--- src/rtl/line_buffer_stream_pkg.sv ---
// Shared helpers for the line buffer and the MAC array: LOG2, counter widths, window bit offsets.
// Padding support is selected in the other files by LINE_BUFFER_ZERO_PAD_EN.
`ifndef LOG2
`define LOG2(x) ($clog2(x))
`endif

package line_buffer_stream_pkg;

  // Counters never get narrower than one bit, even for a single-entry range.
  function automatic int cnt_width(input int n);
    return (n < 2) ? 1 : `LOG2(n);
  endfunction

  function automatic int win_offset(input int k, input int i, input int j, input int pix_width);
    return pix_width * (k * i + j);
  endfunction

endpackage

--- src/rtl/block_ram.sv ---
// Single-port RAM with synchronous write and asynchronous read, so a location can be read
// and overwritten in the same cycle (read returns the old contents).
module block_ram #(
  parameter int DEPTH = 4,
  parameter int WIDTH = 8,
  parameter int AW    = (DEPTH < 2) ? 1 : $clog2(DEPTH)
) (
  input  logic             clk,
  input  logic             we,
  input  logic [AW-1:0]    addr,
  input  logic [WIDTH-1:0] wdata,
  output logic [WIDTH-1:0] rdata
);

  logic [WIDTH-1:0] mem [DEPTH];

  always_ff @(posedge clk) begin
    if (we) mem[addr] <= wdata;
  end

  assign rdata = mem[addr];

endmodule

--- src/rtl/line_buffer_pos_ctrl.sv ---
// Raster position tracking for line_buffer_stream: col/row counters, shared memory pointer,
// window gating and frame end. LINE_BUFFER_ZERO_PAD_EN adds flush bubbles and the zero mask.
module line_buffer_pos_ctrl
  import line_buffer_stream_pkg::*;
#(
  parameter int FILTER_SIZE  = 3,
  parameter int IMAGE_WIDTH  = 28,
  parameter int IMAGE_HEIGHT = 28,
  parameter int PAD          = 0,
  parameter int PW           = cnt_width(IMAGE_WIDTH + PAD - FILTER_SIZE + 1)
) (
  input  logic                             clk,
  input  logic                             rst_n,
  input  logic                             step,
  output logic [PW-1:0]                    ptr,
  output logic                             window_hit,
  output logic                             frame_last,
  output logic                             flush,
  output logic [FILTER_SIZE*FILTER_SIZE-1:0] zero_mask
);

  // Positions beyond the real image are bubble slots used only when padding is enabled.
  localparam int COLS  = IMAGE_WIDTH + PAD;
  localparam int ROWS  = IMAGE_HEIGHT + PAD;
  localparam int DEPTH = COLS - (FILTER_SIZE - 1);
  localparam int CW    = cnt_width(COLS);
  localparam int RW    = cnt_width(ROWS);
  localparam int FIRST = FILTER_SIZE - 1 - PAD;

  logic [CW-1:0] col;
  logic [RW-1:0] row;
  logic          col_end;
  logic          row_end;
  logic          ptr_end;

  assign col_end = (col == CW'(COLS - 1));
  assign row_end = (row == RW'(ROWS - 1));
  assign ptr_end = (ptr == PW'(DEPTH - 1));

  always_ff @(posedge clk or negedge rst_n) begin
    if (!rst_n) begin
      col <= '0;
      row <= '0;
      ptr <= '0;
    end else if (step) begin
      col <= col_end ? '0 : col + CW'(1);
      if (col_end) row <= row_end ? '0 : row + RW'(1);
      ptr <= ptr_end ? '0 : ptr + PW'(1);
    end
  end

  assign window_hit = (col >= CW'(FIRST)) && (row >= RW'(FIRST));
  assign frame_last = col_end && row_end;

`ifdef LINE_BUFFER_ZERO_PAD_EN
  assign flush = (col >= CW'(IMAGE_WIDTH)) || (row >= RW'(IMAGE_HEIGHT));

  // Element (i,j) maps to image pixel (row-K+1+i, col-K+1+j); anything outside reads as zero.
  always_comb begin
    zero_mask = '0;
    for (int i = 0; i < FILTER_SIZE; i++) begin
      for (int j = 0; j < FILTER_SIZE; j++) begin
        zero_mask[FILTER_SIZE*i+j] = (int'(row) + i < FILTER_SIZE - 1) ||
                                     (int'(row) + i >= IMAGE_HEIGHT + FILTER_SIZE - 1) ||
                                     (int'(col) + j < FILTER_SIZE - 1) ||
                                     (int'(col) + j >= IMAGE_WIDTH + FILTER_SIZE - 1);
      end
    end
  end
`else
  assign flush     = 1'b0;
  assign zero_mask = '0;
`endif

endmodule

--- src/rtl/line_buffer_stream.sv ---
// Streaming KxK sliding-window generator with valid/ready on both sides.
// Define LINE_BUFFER_ZERO_PAD_EN for "same" zero padding; the default build emits valid-mode windows.
module line_buffer_stream
  import line_buffer_stream_pkg::*;
#(
  parameter int FILTER_SIZE  = 3,
  parameter int IMAGE_WIDTH  = 28,
  parameter int IMAGE_HEIGHT = 28,
  parameter int D_WIDTH      = 8,
  parameter int CHANNELS     = 1
) (
  input  logic                                                clk,
  input  logic                                                rst_n,
  input  logic                                                clk_en,
  input  logic                                                in_valid,
  output logic                                                in_ready,
  input  logic [D_WIDTH*CHANNELS-1:0]                         in_data,
  output logic                                                out_valid,
  input  logic                                                out_ready,
  output logic [D_WIDTH*CHANNELS*FILTER_SIZE*FILTER_SIZE-1:0] out_window,
  output logic                                                out_last
);

  localparam int K   = FILTER_SIZE;
  localparam int PIX = D_WIDTH * CHANNELS;
`ifdef LINE_BUFFER_ZERO_PAD_EN
  localparam int PAD = (K - 1) / 2;
`else
  localparam int PAD = 0;
`endif
  localparam int DEPTH = IMAGE_WIDTH + PAD - (K - 1);
  localparam int PW    = cnt_width(DEPTH);

  logic [PW-1:0]      ptr;
  logic               window_hit;
  logic               frame_last;
  logic               flush;
  logic [K*K-1:0]     zero_mask;
  logic               drain_ok;
  logic               accept;
  logic               step;
  logic [PIX-1:0]     chain_in;
  logic [PIX-1:0]     shreg [K][K-1];
  logic [PIX-1:0]     cur [K];
  logic [PIX*K*K-1:0] next_window;

  assign drain_ok = !out_valid || out_ready;
  assign in_ready = drain_ok && !flush;
  assign accept   = clk_en && in_valid && in_ready;

`ifdef LINE_BUFFER_ZERO_PAD_EN
  // Bubbles advance the line buffer like real pixels but inject zeros.
  assign step     = accept || (clk_en && flush && drain_ok);
  assign chain_in = flush ? '0 : in_data;
`else
  assign step     = accept;
  assign chain_in = in_data;
`endif

  line_buffer_pos_ctrl #(
    .FILTER_SIZE (FILTER_SIZE),
    .IMAGE_WIDTH (IMAGE_WIDTH),
    .IMAGE_HEIGHT(IMAGE_HEIGHT),
    .PAD         (PAD)
  ) u_pos_ctrl (
    .clk       (clk),
    .rst_n     (rst_n),
    .step      (step),
    .ptr       (ptr),
    .window_hit(window_hit),
    .frame_last(frame_last),
    .flush     (flush),
    .zero_mask (zero_mask)
  );

  // Each row is one long delay line: K-1 shift stages followed by a memory of the rest of the row.
  assign cur[K-1] = chain_in;

  for (genvar m = 0; m < K - 1; m++) begin : g_row_mem
    block_ram #(
      .DEPTH(DEPTH),
      .WIDTH(PIX)
    ) u_row_mem (
      .clk  (clk),
      .we   (step),
      .addr (ptr),
      .wdata(shreg[K-1-m][0]),
      .rdata(cur[K-2-m])
    );
  end

  always_ff @(posedge clk) begin
    if (step) begin
      for (int i = 0; i < K; i++) begin
        for (int j = 0; j < K - 2; j++) shreg[i][j] <= shreg[i][j+1];
        shreg[i][K-2] <= cur[i];
      end
    end
  end

  always_comb begin
    next_window = '0;
    for (int i = 0; i < K; i++) begin
      for (int j = 0; j < K - 1; j++)
        next_window[win_offset(K, i, j, PIX) +: PIX] = zero_mask[K*i+j] ? '0 : shreg[i][j];
      next_window[win_offset(K, i, K-1, PIX) +: PIX] = zero_mask[K*i+K-1] ? '0 : cur[i];
    end
  end

  // A newly loaded window replaces one being handed off on the same edge.
  always_ff @(posedge clk or negedge rst_n) begin
    if (!rst_n) begin
      out_valid  <= 1'b0;
      out_last   <= 1'b0;
      out_window <= '0;
    end else if (clk_en) begin
      if (step && window_hit) begin
        out_valid  <= 1'b1;
        out_last   <= frame_last;
        out_window <= next_window;
      end else if (out_ready) begin
        out_valid <= 1'b0;
        out_last  <= 1'b0;
      end
    end
  end

endmodule

--- config.mk ---
export PLATFORM = sky130hd
export DESIGN_NAME = line_buffer_stream
export DESIGN_NICKNAME = d
export VERILOG_FILES = /design/src/rtl/line_buffer_stream_pkg.sv /design/src/rtl/block_ram.sv /design/src/rtl/line_buffer_pos_ctrl.sv /design/src/rtl/line_buffer_stream.sv
export SDC_FILE = /design/constraint.sdc
export NUM_CORES = 1
export LEC_CHECK = 0
export ABC_AREA = 1
export BUFFER_PORTS_ARGS = -buffer_cell sky130_fd_sc_hd__buf_2
export CAP_MARGIN = 5
export CORE_MARGIN = 2
export CORE_UTILIZATION = 56
export CTS_CLUSTER_SIZE = 14
export DETAILED_ROUTE_END_ITERATION = 7
export MAX_ROUTING_LAYER = met4
export PLACE_DENSITY_LB_ADDON = 0.15
export SETUP_SLACK_MARGIN = 0.15
export SLEW_MARGIN = 5
export SYNTH_ARGS = -nofsm -noshare
export SYNTH_HDL_FRONTEND = slang
export SYNTH_SLANG_ARGS = --single-unit
--- constraint.sdc ---
create_clock -name clk -period 2.5 [get_ports clk]
set_input_delay 0.5 -clock clk [delete_from_list [all_inputs] [get_ports clk]]
set_output_delay 0.5 -clock clk [all_outputs]
set_load 0.1 [all_outputs]
==> impl_results.html, run 1 <==
<table>
<tr><th>Metric</th><th>Value</th></tr>
<tr><th colspan="2">Synth</th></tr>
<tr><td>Netlist area before placement</td><td>about 23000 um2</td></tr>
<tr><td>Post-Syn Instances</td><td>2155</td></tr>
<tr><td>Area fraction of the dominant cell type after synthesis</td><td>60.8%</td></tr>
<tr><td>Most repeated cell in the gate-level netlist after synthesis</td><td>sky130_fd_sc_hd__nand2_1</td></tr>
<tr><td>Leading register cell type out of synthesis</td><td>sky130_fd_sc_hd__edfxtp_1</td></tr>
<tr><td>Biggest area contributors in the synthesized netlist</td><td>sky130_fd_sc_hd__edfxtp_1, sky130_fd_sc_hd__nand2_1, sky130_fd_sc_hd__dfrtp_1</td></tr>
<tr><td>Asr flop ratio synth</td><td>16.1%</td></tr>
<tr><td>Number of distinct library cells after synthesis</td><td>30</td></tr>
<tr><td>Number of enable-type register cells in the synthesized netlist</td><td>464</td></tr>
<tr><td>Mapped Avg Cell Area</td><td>10.6 um2</td></tr>
<tr><td>Register bit count reported by yosys</td><td>553</td></tr>
<tr><td>Register area share after synthesis</td><td>a little over two thirds</td></tr>
<tr><td>Syn_nets</td><td>2176</td></tr>
<tr><td>Count of synthesis-stage warnings from yosys</td><td>0</td></tr>
<tr><td>Commonest cells post-synth</td><td>sky130_fd_sc_hd__nand2_1, sky130_fd_sc_hd__edfxtp_1, sky130_fd_sc_hd__inv_1, sky130_fd_sc_hd__nand3_1, sky130_fd_sc_hd__nor2_1</td></tr>
<tr><td>Cell type with the highest aggregate area in the netlist</td><td>sky130_fd_sc_hd__edfxtp_1</td></tr>
<tr><th colspan="2">Drt</th></tr>
<tr><td>Post-DR wirelength/cell</td><td>19.2 um</td></tr>
<tr><td>Routed vias</td><td>15100</td></tr>
<tr><td>Routed wire length</td><td>54800 um</td></tr>
<tr><td>Vias per Instance</td><td>5.30</td></tr>
<tr><td>Number of nets with antenna violations after routing</td><td>0</td></tr>
<tr><td>DRC violation count after routing</td><td>0</td></tr>
<tr><td>First-pass iteration count of the detailed router</td><td>5</td></tr>
<tr><td>Initial DRC Count</td><td>between 1500 and 2000</td></tr>
<tr><th colspan="2">Min path</th></tr>
<tr><td>HP Class</td><td>input pin to flip-flop</td></tr>
<tr><td>Worst Hold Launch</td><td>in_data[1]</td></tr>
<tr><td>Cell count of the worst hold path</td><td>1</td></tr>
<tr><td>Endpoint with the worst hold slack</td><td>shreg[2][1]$_DFFE_PP_</td></tr>
<tr><th colspan="2">Placement</th></tr>
<tr><td>Number of buffers added on ports</td><td>87</td></tr>
<tr><td>Detailed-placement wirelength estimate</td><td>about 34000 um</td></tr>
<tr><td>Placed cells</td><td>between 2000 and 3000</td></tr>
<tr><td>Final estimated routing congestion in global placement</td><td>a little under 0.9</td></tr>
<tr><th colspan="2">Global route</th></tr>
<tr><td>Remaining Overflow, GRT</td><td>0</td></tr>
<tr><td>Maximum number of pins on one net before global-route repair</td><td>79</td></tr>
<tr><td>Wire length of the first global-routing pass</td><td>between 80000 and 90000 um</td></tr>
<tr><td>Layer with the highest usage after global routing</td><td>met2</td></tr>
<tr><td>Total Routing Usage GR</td><td>27.3%</td></tr>
<tr><td>Initial antenna violation count</td><td>0</td></tr>
<tr><td>GRT met2 Usage</td><td>39.3%</td></tr>
<tr><td>Met3 routing resource usage after global routing</td><td>approximately 5.7%</td></tr>
<tr><td>Fraction of met1 tracks used by global routing</td><td>38.7%</td></tr>
<tr><td>Vias in the first global route</td><td>14400</td></tr>
<tr><th colspan="2">Clock tree</th></tr>
<tr><td>Hold buffer count at CTS</td><td>1</td></tr>
<tr><td>H-tree lvl count</td><td>2</td></tr>
<tr><td>Worst skew pair latency</td><td>0.61 ns</td></tr>
<tr><td>Number of buffers on the longest clock path</td><td>3</td></tr>
<tr><td>CTS tree</td><td>yes</td></tr>
<tr><td>Clock-pin slew reported for the worst setup and hold paths after clock tree synthesis</td><td>0.06 ns</td></tr>
<tr><td>Post-cts gate resize count</td><td>0</td></tr>
<tr><td>Setup Fix Bufs, Post-CTS</td><td>0</td></tr>
<tr><td>Count of clock tree sinks</td><td>553</td></tr>
<tr><td>Clock buffers created by TritonCTS</td><td>56</td></tr>
<tr><td>Buffer cell driving the clock tree root</td><td>sky130_fd_sc_hd__clkbuf_16</td></tr>
<tr><th colspan="2">Pwr</th></tr>
<tr><td>Switching pwr</td><td>13.8 mW</td></tr>
<tr><td>Overall power after layout</td><td>about 32 mW</td></tr>
<tr><td>Sw Ratio</td><td>a little over two fifths</td></tr>
<tr><td>Max VDD drop</td><td>~0.99 mV</td></tr>
<tr><td>Leakage power summed over all cells</td><td>11.3 nW</td></tr>
<tr><td>Internal power</td><td>between 15 and 20 mW</td></tr>
<tr><td>Clock group share of total power</td><td>around a quarter</td></tr>
<tr><td>Sequential share of power</td><td>36.9%</td></tr>
<tr><td>Areal power density over the cells</td><td>1230 nW/um2</td></tr>
<tr><td>Power share of the combinational group</td><td>38.3%</td></tr>
<tr><th colspan="2">Critical path</th></tr>
<tr><td>Reg-to-reg endpoint</td><td>shreg[1][4]$_DFFE_PP_</td></tr>
<tr><td>Sort of element at the start of the critical path</td><td>flip-flop</td></tr>
<tr><td>R2r worst-path depth</td><td>9</td></tr>
<tr><td>Worst endpoint required time</td><td>around 2.8 ns</td></tr>
<tr><td>Critical path class</td><td>flip-flop to flip-flop</td></tr>
<tr><td>Crit path max fanout</td><td>28</td></tr>
<tr><td>Worst reg-to-reg setup slack</td><td>about 0.29 ns</td></tr>
<tr><td>Worst reg2reg startpoint</td><td>u_pos_ctrl.ptr[0]$_DFFE_PN0P_</td></tr>
<tr><td>Crit path DAT</td><td>2.52 ns</td></tr>
<tr><td>Critical Path End Type</td><td>flip-flop</td></tr>
<tr><th colspan="2">Finish</th></tr>
<tr><td>Area taken by flip-flops and latches</td><td>~16000 um2</td></tr>
<tr><td>Fraction of layout instances using a drive strength above 1</td><td>between 10 and 15%</td></tr>
<tr><td>Utilization after layout</td><td>between 60% and 70%</td></tr>
<tr><td>Multi-input logic area</td><td>roughly 5300 um2</td></tr>
<tr><td>Nets</td><td>2292</td></tr>
<tr><td>Final std cells w/o fill</td><td>2851</td></tr>
<tr><td>Fill cell total of the finished layout</td><td>3137</td></tr>
<tr><td>Signed area change from the synthesized netlist to the final layout</td><td>13.7%</td></tr>
<tr><td>Antenna diode instance count</td><td>0</td></tr>
<tr><th colspan="2">Floorplan</th></tr>
<tr><td>Die Height</td><td>206 um</td></tr>
<tr><td>Floorplan core area</td><td>40600 um2</td></tr>
<tr><td>Horiz. Die Dim</td><td>206 um</td></tr>
<tr><td>Full die area</td><td>42500 um2</td></tr>
<tr><td>Row count</td><td>74</td></tr>
<tr><td>Number of placed I/O pins</td><td>88</td></tr>
<tr><td>Initial core utilization</td><td>approximately 56%</td></tr>
<tr><th colspan="2">Timing</th></tr>
<tr><td>Final setup violation count</td><td>0</td></tr>
<tr><td>Worst rel slew slack</td><td>35.2%</td></tr>
<tr><td>Total negative setup slack</td><td>0 ns</td></tr>
<tr><td>Number of max-slew violations in the final report</td><td>0</td></tr>
<tr><td>Count of endpoints failing hold in the final timing report</td><td>0</td></tr>
<tr><td>Fmax</td><td>453 MHz</td></tr>
<tr><td>Crit share post-route</td><td>88.2%</td></tr>
<tr><td>Slew @ Worst Pin</td><td>just under 1 ns</td></tr>
<tr><td>Setup repair after global routing missed its margin</td><td>no</td></tr>
<tr><td>Final Critical Period</td><td>around 2.2 ns</td></tr>
<tr><td>Worst clock skew on the final layout</td><td>0.0193 ns</td></tr>
<tr><th colspan="2">Outcome</th></tr>
<tr><td>Result of the run</td><td>complete, no violations</td></tr>
<tr><th colspan="2">Job</th></tr>
<tr><td>Maximum capacitance violations</td><td>0</td></tr>
</table>
## metal layers
metal | routed length, um | vias to the layer above
met2 | 24300 | 613
li1 | - | 7174
met1 | 24000 | 7199
met3 | 4600 | 118
met4 | 1960 | 0
met5 | 0 | -
## final cells by class
| cell class | count | share of cell area, % |
|---|---|---|
| flip-flops and latches | 553 | 62.1 |
| multi-input cells | 1248 | 20.4 |
| clock buffers | 74 | 5.91 |
| repair buffers | 152 | 4.48 |
| inverters | 260 | 3.77 |
| well taps | 532 | 2.56 |
| clock inverters | 32 | 0.769 |
## sequential cells by signal, summed over array words and instances (netlist names)
name and flops:
out_valid 1, u_pos_ctrl.ptr 5, shreg 48, out_last 1, u_pos_ctrl.row 5, g_row_mem.u_row_mem.mem 416, u_pos_ctrl.col 5, out_window 72
## metrics by stage
step                hold WS, ns  worst slack [ns]  area, um2
floorplan                 0.204            0.0375      23000
global placement          0.423             0.299      24300
detailed placement        0.430             0.284      24300
CTS                      0.0534             0.314      26000
global route             0.0531             0.203      26000
finish                   0.0844             0.295      26000
## worst max-delay path by stage
stage	to	from	slack [ns]
after floorplan	g_row_mem[0].u_row_mem.mem[11][0]$_DFFE_PP_	out_valid$_DFFE_PN0P_	0.04
after global placement	g_row_mem[0].u_row_mem.mem[4][3]$_DFFE_PP_	out_ready	0.30
after detailed placement	g_row_mem[0].u_row_mem.mem[4][5]$_DFFE_PP_	out_ready	0.28
after CTS	g_row_mem[0].u_row_mem.mem[17][4]$_DFFE_PP_	u_pos_ctrl.ptr[0]$_DFFE_PN0P_	0.31
after global routing	g_row_mem[1].u_row_mem.mem[4][7]$_DFFE_PP_	u_pos_ctrl.ptr[2]$_DFFE_PN0P_	0.20
final	shreg[1][4]$_DFFE_PP_	u_pos_ctrl.ptr[0]$_DFFE_PN0P_	0.29
## worst max-delay path, cell delays in order, from the launching register on
cell	delay, ns
sky130_fd_sc_hd__dfrtp_4	0.55
sky130_fd_sc_hd__inv_6	0.23
sky130_fd_sc_hd__buf_12	0.22
sky130_fd_sc_hd__nand2_1	0.07
sky130_fd_sc_hd__nand3_1	0.08
sky130_fd_sc_hd__nand2_1	0.07
sky130_fd_sc_hd__nand2_1	0.07
sky130_fd_sc_hd__nand2_1	0.09
sky130_fd_sc_hd__nor2_1	0.34
sky130_fd_sc_hd__nand3_2	0.19
## power groups by stage
stage | combinational [mW] | sequential, mW | clock, mW
final | 12.2 | 11.8 | 7.93
after CTS | 12.2 | 11.8 | 8.06
after floorplan | 5.07 | 16.0 | 0
after global placement | 12.1 | 11.9 | 0
after global routing | 13.1 | 11.9 | 8.46
after detailed placement | 12.2 | 12.0 | 0
## cell families after synthesis
kind of cell / after synthesis / synth area share, %
AND/OR/NAND/NOR: 1148 / 20.2
buffers and inverters: 354 / 6.75
XOR/XNOR: 1 / 0.0383
adder cells (fa/ha/maj): 8 / 0.437
flip-flops: 553 / 70.6
AO/OA/AOI/OAI: 91 / 2.05
## cells in the final DEF, fill, tap and decap left out, types with 2 or more instances in the layout
cell type / instances
sky130_fd_sc_hd__dfrtp_4: 3
sky130_fd_sc_hd__nand2_1: 832
sky130_fd_sc_hd__clkinv_2: 12
sky130_fd_sc_hd__clkbuf_16: 57
sky130_fd_sc_hd__clkinv_1: 16
sky130_fd_sc_hd__o21ai_0: 47
sky130_fd_sc_hd__nor2_1: 121
sky130_fd_sc_hd__clkbuf_8: 5
sky130_fd_sc_hd__nor2_4: 15
sky130_fd_sc_hd__nor3_1: 13
sky130_fd_sc_hd__nand3_2: 11
sky130_fd_sc_hd__a21oi_2: 2
sky130_fd_sc_hd__inv_1: 251
sky130_fd_sc_hd__nand2_2: 4
sky130_fd_sc_hd__edfxtp_1: 464
sky130_fd_sc_hd__clkbuf_1: 12
sky130_fd_sc_hd__buf_4: 46
sky130_fd_sc_hd__buf_12: 19
sky130_fd_sc_hd__a21oi_1: 24
sky130_fd_sc_hd__dfrtp_1: 86
sky130_fd_sc_hd__ha_1: 8
sky130_fd_sc_hd__a31oi_1: 2
sky130_fd_sc_hd__bufinv_16: 2
sky130_fd_sc_hd__buf_2: 86
sky130_fd_sc_hd__inv_6: 3
sky130_fd_sc_hd__nand3_1: 140
sky130_fd_sc_hd__nand4_1: 3
sky130_fd_sc_hd__inv_2: 7
sky130_fd_sc_hd__o21ai_1: 14
sky130_fd_sc_hd__nor2_2: 5
(Power assumes the default switching activity.)
==> run 2, diff against run 1 <==
--- a/config.mk
+++ b/config.mk
@@ -13,7 +13,7 @@
 export CTS_CLUSTER_SIZE = 14
 export DETAILED_ROUTE_END_ITERATION = 7
 export MAX_ROUTING_LAYER = met4
-export PLACE_DENSITY_LB_ADDON = 0.15
+export PLACE_DENSITY = 0.75
 export SETUP_SLACK_MARGIN = 0.15
 export SLEW_MARGIN = 5
 export SYNTH_ARGS = -nofsm -noshare
==> impl_results.html, run 2 (synthesis gave the netlist of run 1 again) <==
<table>
<tr><th>Metric</th><th>Value</th></tr>
<tr><th colspan="2">Clock tree</th></tr>
<tr><td>CTS tree</td><td>yes</td></tr>
<tr><td>H-tree lvl count</td><td>2</td></tr>
<tr><td>Clock buffers created by TritonCTS</td><td>55</td></tr>
<tr><td>Count of clock tree sinks</td><td>roughly 550</td></tr>
<tr><td>Clock-pin slew reported for the worst setup and hold paths after clock tree synthesis</td><td>0.06 ns</td></tr>
<tr><td>Worst skew pair latency</td><td>roughly 0.62 ns</td></tr>
<tr><td>Buffer cell driving the clock tree root</td><td>sky130_fd_sc_hd__clkbuf_16</td></tr>
<tr><td>Number of buffers on the longest clock path</td><td>3</td></tr>
<tr><th colspan="2">Global route</th></tr>
<tr><td>Initial antenna violation count</td><td>0</td></tr>
<tr><td>Remaining Overflow, GRT</td><td>0</td></tr>
<tr><td>Vias in the first global route</td><td>14700</td></tr>
<tr><td>Total Routing Usage GR</td><td>27.5%</td></tr>
<tr><td>Maximum number of pins on one net before global-route repair</td><td>84</td></tr>
<tr><td>Wire length of the first global-routing pass</td><td>84600 um</td></tr>
<tr><th colspan="2">Drt</th></tr>
<tr><td>Routed vias</td><td>15500</td></tr>
<tr><td>DRC violation count after routing</td><td>0</td></tr>
<tr><td>Post-DR wirelength/cell</td><td>around 19 um</td></tr>
<tr><td>Vias per Instance</td><td>between 5 and 6</td></tr>
<tr><td>Routed wire length</td><td>~56000 um</td></tr>
<tr><td>First-pass iteration count of the detailed router</td><td>6</td></tr>
<tr><td>Number of nets with antenna violations after routing</td><td>0</td></tr>
<tr><td>Initial DRC Count</td><td>just over 2000</td></tr>
<tr><th colspan="2">Pwr</th></tr>
<tr><td>Leakage power summed over all cells</td><td>around 11 nW</td></tr>
<tr><td>Power share of the combinational group</td><td>38.0%</td></tr>
<tr><td>Internal power</td><td>18.6 mW</td></tr>
<tr><td>Switching pwr</td><td>14.0 mW</td></tr>
<tr><td>Max VDD drop</td><td>between 0.9 and 1 mV</td></tr>
<tr><td>Sequential share of power</td><td>36.3%</td></tr>
<tr><td>Clock group share of total power</td><td>25.7%</td></tr>
<tr><td>Sw Ratio</td><td>a little over two fifths</td></tr>
<tr><td>Areal power density over the cells</td><td>1240 nW/um2</td></tr>
<tr><th colspan="2">Critical path</th></tr>
<tr><td>Critical path class</td><td>flip-flop to flip-flop</td></tr>
<tr><td>Worst reg-to-reg setup slack</td><td>0.16 ns</td></tr>
<tr><td>Critical Path End Type</td><td>flip-flop</td></tr>
<tr><td>Sort of element at the start of the critical path</td><td>flip-flop</td></tr>
<tr><td>R2r worst-path depth</td><td>7</td></tr>
<tr><td>Reg-to-reg endpoint</td><td>shreg[0][3]$_DFFE_PP_</td></tr>
<tr><td>Worst reg2reg startpoint</td><td>u_pos_ctrl.ptr[0]$_DFFE_PN0P_</td></tr>
<tr><td>Crit path max fanout</td><td>42</td></tr>
<tr><td>Worst endpoint required time</td><td>2.82 ns</td></tr>
<tr><td>Crit path DAT</td><td>between 2 and 3 ns</td></tr>
<tr><th colspan="2">Floorplan</th></tr>
<tr><td>Row count</td><td>74</td></tr>
<tr><td>Die Height</td><td>206 um</td></tr>
<tr><td>Number of placed I/O pins</td><td>88</td></tr>
<tr><td>Initial core utilization</td><td>56.5%</td></tr>
<tr><td>Floorplan core area</td><td>a little over 40000 um2</td></tr>
<tr><td>Horiz. Die Dim</td><td>206 um</td></tr>
<tr><td>Full die area</td><td>42500 um2</td></tr>
<tr><th colspan="2">Timing</th></tr>
<tr><td>Final Critical Period</td><td>around 2.3 ns</td></tr>
<tr><td>Fmax</td><td>428 MHz</td></tr>
<tr><td>Worst clock skew on the final layout</td><td>approximately 0.026 ns</td></tr>
<tr><td>Number of max-slew violations in the final report</td><td>0</td></tr>
<tr><td>Worst rel slew slack</td><td>between 40% and 50%</td></tr>
<tr><td>Total negative setup slack</td><td>0 ns</td></tr>
<tr><td>Slew @ Worst Pin</td><td>~0.76 ns</td></tr>
<tr><td>Setup repair after global routing missed its margin</td><td>no</td></tr>
<tr><td>Count of endpoints failing hold in the final timing report</td><td>0</td></tr>
<tr><td>Final setup violation count</td><td>0</td></tr>
<tr><td>Crit share post-route</td><td>93.5%</td></tr>
<tr><th colspan="2">Finish</th></tr>
<tr><td>Most common cell after layout, fill and taps aside</td><td>sky130_fd_sc_hd__nand2_1</td></tr>
<tr><td>Final std cells w/o fill</td><td>2853</td></tr>
<tr><td>Signed area change from the synthesized netlist to the final layout</td><td>14.4%</td></tr>
<tr><td>Fraction of layout instances using a drive strength above 1</td><td>12.5%</td></tr>
<tr><td>Flip-flop count of the largest register after layout</td><td>416</td></tr>
<tr><td>Area taken by flip-flops and latches</td><td>around 16000 um2</td></tr>
<tr><td>Antenna diode instance count</td><td>0</td></tr>
<tr><td>Fill cell total of the finished layout</td><td>a little under 3000</td></tr>
<tr><td>Multi-input logic area</td><td>5330 um2</td></tr>
<tr><td>Register with the highest flop count</td><td>g_row_mem.u_row_mem.mem</td></tr>
<tr><td>Nets</td><td>between 2000 and 2500</td></tr>
<tr><td>Most frequent cells in the layout</td><td>sky130_fd_sc_hd__nand2_1, sky130_fd_sc_hd__edfxtp_1, sky130_fd_sc_hd__inv_1</td></tr>
<tr><td>Top flop regs</td><td>g_row_mem.u_row_mem.mem: 416 flops, out_window: 72 flops, shreg: 48 flops</td></tr>
<tr><th colspan="2">Min path</th></tr>
<tr><td>Cell count of the worst hold path</td><td>1</td></tr>
<tr><td>Endpoint with the worst hold slack</td><td>shreg[2][4]$_DFFE_PP_</td></tr>
<tr><td>Worst Hold Launch</td><td>in_data[4]</td></tr>
<tr><td>HP Class</td><td>input pin to flip-flop</td></tr>
<tr><th colspan="2">Job</th></tr>
<tr><td>Maximum capacitance violations</td><td>0</td></tr>
<tr><th colspan="2">Placement</th></tr>
<tr><td>Number of buffers added on ports</td><td>87</td></tr>
<tr><td>Final estimated routing congestion in global placement</td><td>0.957</td></tr>
<tr><td>Placed cells</td><td>2743</td></tr>
<tr><td>Detailed-placement wirelength estimate</td><td>33200 um</td></tr>
<tr><th colspan="2">Outcome</th></tr>
<tr><td>Result of the run</td><td>complete, no violations</td></tr>
</table>
## run 2: changes by cell type in the layout (fill, tap and decap cells not counted), moves of 2 or more
cell,delta
sky130_fd_sc_hd__clkinv_1,-6
sky130_fd_sc_hd__bufinv_16,+5
sky130_fd_sc_hd__buf_4,+2
sky130_fd_sc_hd__buf_6,+2
sky130_fd_sc_hd__clkbuf_16,-2
## run 2: power by group through the flow
stage	logic [mW]	registers, mW	clock network [mW]
after floorplan	5.07	16.0	0
after global placement	12.0	11.9	0
after detailed placement	12.2	12.0	0
after CTS	12.3	11.8	8.45
after global routing	13.2	11.9	8.82
final	12.4	11.8	8.37
## run 2: routing by layer
layer  wire (um)  GRT usage [%]
met2       25600           40.8
met3        4730           4.08
met1       22600           37.9
met4        2570           12.7
met5           0              -
## run 2: what timing repair did
action,in CTS,in global routing
endpoints found under the setup margin,1,212
pin swaps,0,5
gates resized for setup,1,3
endpoints found under the hold margin,18,0
hold buffers,1,0
buffers inserted,0,5
## run 2: layout make-up
| class | instances | area share (%) |
|---|---|---|
| repair buffers | 156 | 4.59 |
| clock inverters | 33 | 1.42 |
| multi-input cells | 1248 | 20.3 |
| clock buffers | 71 | 5.64 |
| flip-flops and latches | 553 | 61.7 |
| inverters | 260 | 3.75 |
| well taps | 532 | 2.54 |
## run 2: through the flow
| step | setup slack, ns | hold WS [ns] | utilization (%) | area [um2] | power (mW) |
|---|---|---|---|---|---|
| floorplan | 0.0375 | 0.204 | - | 23000 | 21.1 |
| global placement | 0.145 | 0.400 | 59.7 | 24200 | 23.9 |
| detailed placement | 0.153 | 0.408 | 59.7 | 24200 | 24.1 |
| CTS | 0.155 | 0.0554 | 64.3 | 26100 | 32.5 |
| global route | 0.153 | 0.0625 | 64.6 | 26200 | 33.9 |
| finish | 0.161 | 0.0782 | 64.6 | 26200 | 32.5 |
## run 2: critical path, stage by stage (launching register included)
cell	delay, ns
sky130_fd_sc_hd__dfrtp_4	0.60
sky130_fd_sc_hd__inv_6	0.18
sky130_fd_sc_hd__buf_6	0.33
sky130_fd_sc_hd__nand2_1	0.09
sky130_fd_sc_hd__nand3_1	0.08
sky130_fd_sc_hd__a21oi_1	0.12
sky130_fd_sc_hd__nor2_1	0.40
sky130_fd_sc_hd__nand3_2	0.21
## run 2: worst max-delay path by stage
stage,startpoint,end,slack (ns),depth (start not counted)
floorplan,out_valid$_DFFE_PN0P_,g_row_mem[0].u_row_mem.mem[11][0]$_DFFE_PP_,0.04,6
global placement,u_pos_ctrl.ptr[0]$_DFFE_PN0P_,shreg[0][3]$_DFFE_PP_,0.14,7
detailed placement,u_pos_ctrl.ptr[0]$_DFFE_PN0P_,shreg[0][3]$_DFFE_PP_,0.15,7
CTS,u_pos_ctrl.ptr[0]$_DFFE_PN0P_,g_row_mem[1].u_row_mem.mem[1][4]$_DFFE_PP_,0.16,4
global route,u_pos_ctrl.ptr[0]$_DFFE_PN0P_,shreg[0][3]$_DFFE_PP_,0.15,7
finish,u_pos_ctrl.ptr[0]$_DFFE_PN0P_,shreg[0][3]$_DFFE_PP_,0.16,7
